==> config.mk <==
export PLATFORM = sky130hd
export DESIGN_NAME = itof_share_arb
export DESIGN_NICKNAME = d
export VERILOG_FILES = /design/src/rtl/fpu_pkg.sv /design/src/rtl/itof_resp_fifo.sv /design/src/rtl/itof_share_arb.sv
export SDC_FILE = /design/constraint.sdc
export NUM_CORES = 1
export LEC_CHECK = 0
export ABC_AREA = 1
export CORE_MARGIN = 5
export CORE_UTILIZATION = 30
export CTS_BUF_LIST = sky130_fd_sc_hd__clkbuf_8
export DETAILED_ROUTE_END_ITERATION = 16
export DONT_BUFFER_PORTS = 1
export SLEW_MARGIN = 20
export SYNTH_ARGS = -nofsm -noshare
export SYNTH_HDL_FRONTEND = slang
export SYNTH_SLANG_ARGS = --single-unit
==> constraint.sdc <==
create_clock -name clk -period 3.3 [get_ports clk]
set_input_delay 0.495 -clock clk [delete_from_list [all_inputs] [get_ports clk]]
set_output_delay 0.495 -clock clk [all_outputs]
set_load 0.05 [all_outputs]
==> src/rtl/fpu_pkg.sv <==
// Shared FPU definitions: datapath width, converter latency and the
// response entry carried from the shared int-to-float converter to consumers.
package fpu_pkg;

   localparam int FP_W       = 32;
   localparam int ITOF_LAT   = 3;
   localparam int ITOF_N_REQ = 4;
   localparam int ITOF_IDW   = $clog2(ITOF_N_REQ);

   typedef struct packed {
      logic [ITOF_IDW-1:0] id;
      logic [FP_W-1:0]     data;
   } itof_resp_t;

   // Round-robin successor of index g among n slots.
   function automatic int rr_next(input int g, input int n);
      return (g + 1 == n) ? 0 : g + 1;
   endfunction

endpackage

==> src/rtl/itof_resp_fifo.sv <==
// Show-ahead synchronous FIFO with occupancy output; head reads as zero when empty.
module itof_resp_fifo #(
   parameter int W     = 34,
   parameter int DEPTH = 8,
   localparam int PW   = $clog2(DEPTH),
   localparam int CW   = $clog2(DEPTH + 1)
) (
   input  logic          clk,
   input  logic          reset,
   input  logic          push_i,
   input  logic [W-1:0]  din_i,
   input  logic          pop_i,
   output logic [W-1:0]  dout_o,
   output logic [CW-1:0] count_o
);

   logic [W-1:0]  mem_q [DEPTH];
   logic [PW-1:0] wr_ptr_q, wr_ptr_d;
   logic [PW-1:0] rd_ptr_q, rd_ptr_d;
   logic [CW-1:0] count_q, count_d;
   logic          pop_eff;

   function automatic logic [PW-1:0] ptr_inc(input logic [PW-1:0] p);
      return (p == PW'(DEPTH - 1)) ? '0 : p + 1'b1;
   endfunction

   assign pop_eff = pop_i && (count_q != '0);

   always_comb begin
      wr_ptr_d = wr_ptr_q;
      rd_ptr_d = rd_ptr_q;
      count_d  = count_q;
      if (push_i) begin
         wr_ptr_d = ptr_inc(wr_ptr_q);
      end
      if (pop_eff) begin
         rd_ptr_d = ptr_inc(rd_ptr_q);
      end
      case ({push_i, pop_eff})
         2'b10:   count_d = count_q + 1'b1;
         2'b01:   count_d = count_q - 1'b1;
         default: count_d = count_q;
      endcase
   end

   always_ff @(posedge clk) begin
      if (push_i) begin
         mem_q[wr_ptr_q] <= din_i;
      end
   end

   always_ff @(posedge clk or posedge reset) begin
      if (reset) begin
         wr_ptr_q <= '0;
         rd_ptr_q <= '0;
         count_q  <= '0;
      end else begin
         wr_ptr_q <= wr_ptr_d;
         rd_ptr_q <= rd_ptr_d;
         count_q  <= count_d;
      end
   end

   // Head only moves on pop, and credits keep the writer off it, so it is stable under back-pressure.
   assign dout_o  = (count_q != '0) ? mem_q[rd_ptr_q] : '0;
   assign count_o = count_q;

endmodule

==> src/rtl/itof_share_arb.sv <==
// Round-robin front end sharing one fixed-latency int-to-float converter among
// N_REQ requesters; results are tagged by requester and queued under credit control.
module itof_share_arb
   import fpu_pkg::*;
#(
   parameter int N_REQ      = 4,
   parameter int LAT        = ITOF_LAT,
   parameter int FIFO_DEPTH = 8,
   parameter int IDW        = $clog2(N_REQ)
) (
   input  logic                  clk,
   input  logic                  reset,
   input  logic [N_REQ-1:0]      req_valid,
   input  logic [FP_W*N_REQ-1:0] req_op,
   output logic [N_REQ-1:0]      req_ready,
   output logic [FP_W-1:0]       conv_op,
   input  logic [FP_W-1:0]       conv_result,
   output logic                  resp_valid,
   output logic [IDW-1:0]        resp_id,
   output logic [FP_W-1:0]       resp_data,
   input  logic                  resp_ready,
   output logic                  busy
);

   localparam int CW = $clog2(FIFO_DEPTH + 1);
   localparam int FW = $clog2(LAT + 1);
   localparam int OW = CW + 1;

   logic [IDW-1:0]  rr_ptr_q, rr_ptr_d;
   logic [FP_W-1:0] op_arr  [N_REQ];
   logic [IDW-1:0]  rot_idx [N_REQ];
   logic [IDW-1:0]  grant_idx;
   logic            grant_any;
   logic            issue_ok, issue, push, pop;
   logic [LAT-1:0]  tag_v_q;
   logic [IDW-1:0]  tag_id_q [LAT];
   logic [FW-1:0]   inflight_q, inflight_d;
   logic [CW-1:0]   fifo_count;
   itof_resp_t      push_entry, head_entry;

   // Candidate order for the search: rr_ptr, rr_ptr+1, ... wrapping at N_REQ.
   for (genvar gi = 0; gi < N_REQ; gi++) begin : g_req
      logic [IDW:0] rot_sum;
      assign op_arr[gi]    = req_op[FP_W*gi +: FP_W];
      assign rot_sum       = {1'b0, rr_ptr_q} + (IDW+1)'(gi);
      assign rot_idx[gi]   = (rot_sum >= (IDW+1)'(N_REQ)) ? IDW'(rot_sum - (IDW+1)'(N_REQ))
                                                          : rot_sum[IDW-1:0];
      assign req_ready[gi] = issue && (grant_idx == IDW'(gi));
   end

   always_comb begin
      grant_any = 1'b0;
      grant_idx = '0;
      for (int k = 0; k < N_REQ; k++) begin
         if (!grant_any && req_valid[rot_idx[k]]) begin
            grant_any = 1'b1;
            grant_idx = rot_idx[k];
         end
      end
   end

   // Every issued op owns a FIFO slot from issue until it is popped.
   assign issue_ok = ({1'b0, fifo_count} + OW'(inflight_q)) < OW'(FIFO_DEPTH);
   assign issue    = issue_ok && grant_any && !reset;
   assign conv_op  = issue ? op_arr[grant_idx] : '0;
   assign rr_ptr_d = issue ? IDW'(rr_next(int'(grant_idx), N_REQ)) : rr_ptr_q;

   assign push            = tag_v_q[LAT-1];
   assign push_entry.id   = ITOF_IDW'(tag_id_q[LAT-1]);
   assign push_entry.data = conv_result;

   always_comb begin
      inflight_d = inflight_q;
      case ({issue, push})
         2'b10:   inflight_d = inflight_q + 1'b1;
         2'b01:   inflight_d = inflight_q - 1'b1;
         default: inflight_d = inflight_q;
      endcase
   end

   always_ff @(posedge clk or posedge reset) begin
      if (reset) begin
         rr_ptr_q   <= '0;
         inflight_q <= '0;
         tag_v_q    <= '0;
         for (int k = 0; k < LAT; k++) begin
            tag_id_q[k] <= '0;
         end
      end else begin
         rr_ptr_q    <= rr_ptr_d;
         inflight_q  <= inflight_d;
         tag_v_q[0]  <= issue;
         tag_id_q[0] <= grant_idx;
         for (int k = 1; k < LAT; k++) begin
            tag_v_q[k]  <= tag_v_q[k-1];
            tag_id_q[k] <= tag_id_q[k-1];
         end
      end
   end

   itof_resp_fifo #(
      .W     ($bits(itof_resp_t)),
      .DEPTH (FIFO_DEPTH)
   ) u_fifo (
      .clk     (clk),
      .reset   (reset),
      .push_i  (push),
      .din_i   (push_entry),
      .pop_i   (pop),
      .dout_o  (head_entry),
      .count_o (fifo_count)
   );

   assign resp_valid = (fifo_count != '0);
   assign pop        = resp_valid && resp_ready;
   assign resp_id    = IDW'(head_entry.id);
   assign resp_data  = head_entry.data;
   assign busy       = (inflight_q != '0) || (fifo_count != '0);

endmodule

==> flow_metrics.py <==
metrics = {
    "worst_setup_path": {
        "r2r-start": "u_fifo.count_o[1]$_DFFE_PP0P_",
        "cp_common_cell": "nand2_2",
        "r2r_cells": 13,
        "critPathCapture": "conv_op[29]",
        "worstSetupPathType": "reg -> out",
        "worstPathRequired_ns": 2.80,
        "crit_path_max_fanout": 8,
        "slowest_stage": "dfrtp_2",
        "worst_setup_path_end_kind": "output pin",
        "crit_start": "rr_ptr_q[0]$_DFFE_PP0P_",
        "critPathLaunchType": "flop",
        "crit_arrival_ns": 2.73,
        "slowest_delay_ns": 0.44,
        "timing.reg2reg.setup_slack_ns": 0.67,
        "r2r-end": "u_fifo.count_o[3]$_DFFE_PP0P_",
        "crit_chain": "clkinv_4 -> nand2_1 -> nand2_2 -> nand2_2 -> nand2_2 -> nor2_4 -> nand4_1 -> nand2_8 -> clkbuf_16 -> nand3_1 -> a21oi_2 -> buf_6",
    },
    "synth": {
        "yosysWarnings": 0,
        "synthAdderAreaFrac_pct": 1.33,
        "synthDistinctLibCells": 30,
        "syn-num-nets": 1517,
        "synth_edf_count": 272,
        "yosysMostFrequentCell": "edfxtp_1",
        "syn_area_um2": 13700,
        "syn_area_per_cell_um2": 10.2,
        "synth_seq_cells": 295,
        "synthArstFlopShare_pct": 7.80,
        "synth_top_area_share_pct": 59.6,
        "synth_area_leader_cell": "edfxtp_1",
        "synthSimpleGateAreaFrac_pct": 15.4,
        "yosys.area_share.xor_xnor_pct": 0.320,
        "syn_inst": 1336,
        "seq_area_frac_synth_pct": 63.9,
        "synth_top_family_by_area": "simple AND/OR/NAND/NOR gates",
        "synth-main-ff-cell": "edfxtp_1",
        "yosys-top-cells-count": "272 x edfxtp_1, 221 x nor2_1, 182 x o21ai_0",
        "synthTopCellsByArea": "edfxtp_1 60%, o21ai_0 6.7%, nor2_1 6.1%",
        "synth_compound_area_share_pct": 11.2,
        "muxShareOfSynthArea_pct": 0,
    },
    "layout": {
        "final_cell_count_no_fill": 2098,
        "area_growth_syn_to_layout_pct": 24.8,
        "fillers": 4459,
        "register_area_um2": 8750,
        "drive_above_1_share_pct": 19.7,
        "nets": 1640,
        "multi_input_area_um2": 4230,
        "finish.utilization_pct": 37.7,
    },
    "clock_network": {
        "numCtsBuffers": 48,
        "cts_buffer_depth": 3,
        "path_clk_slew_ns": 0.06,
        "htree_levels": 2,
        "clock-root-buffer": "clkbuf_8",
        "cts_tree": "done",
        "clk_latency_ns": 0.57,
        "numClockSinks": 295,
    },
    "sta": {
        "hold_slack_ns": 0.0285,
        "fin_crit_sh_pct": 97.8,
        "rsz0062_at_grt": "yes",
        "relSlewSlack_pct": 37.1,
        "finalSetupViolations": 0,
        "layout_min_cycle_time_ns": 3.23,
        "fmax_ghz": 0.310,
        "drv_slew": 0,
        "hold_violations": 0,
        "finalSetupTns_ns": 0,
        "worstMarginPinSlew_ns": 0.943,
        "skew_ns": 0.0231,
    },
    "drt": {
        "drtPass1Iterations": 5,
        "wl_per_cell_um": 20.1,
        "drt-vias-per-instance": 5.09,
        "dr.first_iter.drc_count": 687,
        "vias": 10700,
        "routed_wl_um": 42100,
        "ant_nets": 0,
        "drc": 0,
    },
    "die": {
        "initial_core_util_pct": 30.2,
        "die_w_um": 224,
        "core_um2": 45300,
        "ioPinCount": 239,
        "die_area_um2": 50000,
        "fp.dieH_um": 224,
        "num_rows": 78,
    },
    "global_route": {
        "first_global_vias": 10800,
        "antenna_found_initial": 2,
        "grt_overflow": 0,
        "grt_first_pass_wirelength_um": 59800,
        "grt_max_degree": 99,
        "grt_use_total_pct": 15.0,
    },
    "placed_design": {
        "gp_congestion": 0.981,
        "hpwl_um": 23200,
        "portBuffers": 0,
        "dpl.cell_count": 1943,
    },
    "run": {
        "max_cap_violations": 0,
    },
    "worst_hold_path": {
        "hp-class": "in -> async",
    },
    "outcome": {
        "outcome": "completed",
    },
}
sequential cells by signal, summed over array words and instances (netlist names):
signal           cells
u_fifo.count_o       4
tag_v_q              3
u_fifo.mem_q       272
inflight_q           2
push_entry           2
u_fifo.rd_ptr_q      3
tag_id_q             4
u_fifo.wr_ptr_q      3
rr_ptr_q             2
routing by layer:
metal / GRT usage, % / vias up / part of all wire [%] / wire (µm)
li1: - / 4912 / - / -
met1: 17.8 / 5142 / 38 / 16100
met2: 26.4 / 505 / 50 / 21100
met3: 3.20 / 125 / 6.6 / 2770
met4: 6.70 / 0 / 4.9 / 2080
met5: 0 / - / 0 / 0
cells by family (layout without fill, tap and decap cells):
group,count (synthesis),after routing
compound gates,287,287
xor+xnor,5,5
fa+ha+maj,14,14
buf+inv,250,410
flops,295,295
other cells,0,2
simple gates,485,485
what timing repair did:
item	4_1_cts	5_1_grt
hold buffers	32	0
pin swaps	0	17
gates resized for setup	10	118
gates cloned	3	11
setup endpoints to repair	36	36
buffers inserted	2	18
hold endpoints to repair	256	0
worst min-delay path by stage:
stage,from,endpoint,slack [ns]
final,reset,push_entry[32]$_DFF_PP0_,0.03
after global routing,reset,tag_id_q[4]$_DFF_PP0_,0.08
after CTS,reset,push_entry[32]$_DFF_PP0_,0.02
after detailed placement,tag_v_q[1]$_DFF_PP0_,tag_v_q[2]$_DFF_PP0_,0.34
after global placement,tag_v_q[1]$_DFF_PP0_,tag_v_q[2]$_DFF_PP0_,0.34
after floorplan,tag_id_q[2]$_DFF_PP0_,push_entry[32]$_DFF_PP0_,0.33
critical path: cells and delay by family, from the launching register on:
| family | cells | cell delay (ns) |
|---|---|---|
| AOI/OAI and AO/OA | 1 | 0.18 |
| and+or+nand+nor | 8 | 1.06 |
| buffers and inverters | 3 | 0.46 |
| DFF | 1 | 0.44 |
placed cells by master (no fill, tap or decap), types with 2 or more instances in the layout:
cell type,n
a211oi_1,2
ha_2,2
xnor2_1,4
nand3_1,54
nand3_2,18
nand2_4,5
buf_6,22
nand3_4,3
diode_2,2
ha_1,11
clkinv_4,2
clkinv_2,7
clkinv_1,10
o21ai_1,2
clkbuf_16,7
buf_12,17
edfxtp_1,272
clkinv_8,2
nand4_1,65
nor2_1,210
dlygate4sd3_1,32
inv_6,2
buf_16,3
inv_1,162
bufinv_16,3
a31oi_1,34
nand2_1,89
o22ai_1,34
clkbuf_8,48
dfrtp_2,3
inv_2,7
nor2_2,3
nor2_4,9
buf_8,2
nand2_2,26
buf_4,81
a21oi_1,17
dfrtp_1,19
o21ai_0,180
a21oi_2,16
area by class of cell:
type	count	share of cell area (%)
diodes	2	0.0293
clock inverters	39	1.49
flip-flops and latches	295	51.2
repair buffers	164	10.6
multi-input cells	791	24.7
clock buffers	48	3.87
repair inverters	2	0.146
well taps	600	4.39
inverters	157	3.57
stage by stage:
step                setup WS, ns  instance area, µm²
floorplan                  0.557               13700
global placement           0.348               14900
detailed placement         0.374               14900
CTS                      0.00628               16300
global route              -0.106               17100
finish                    0.0712               17100
Power is left out: the tool's default activity adds up to more than one toggle a clock period on the data nets, which glitch-free logic cannot reach.
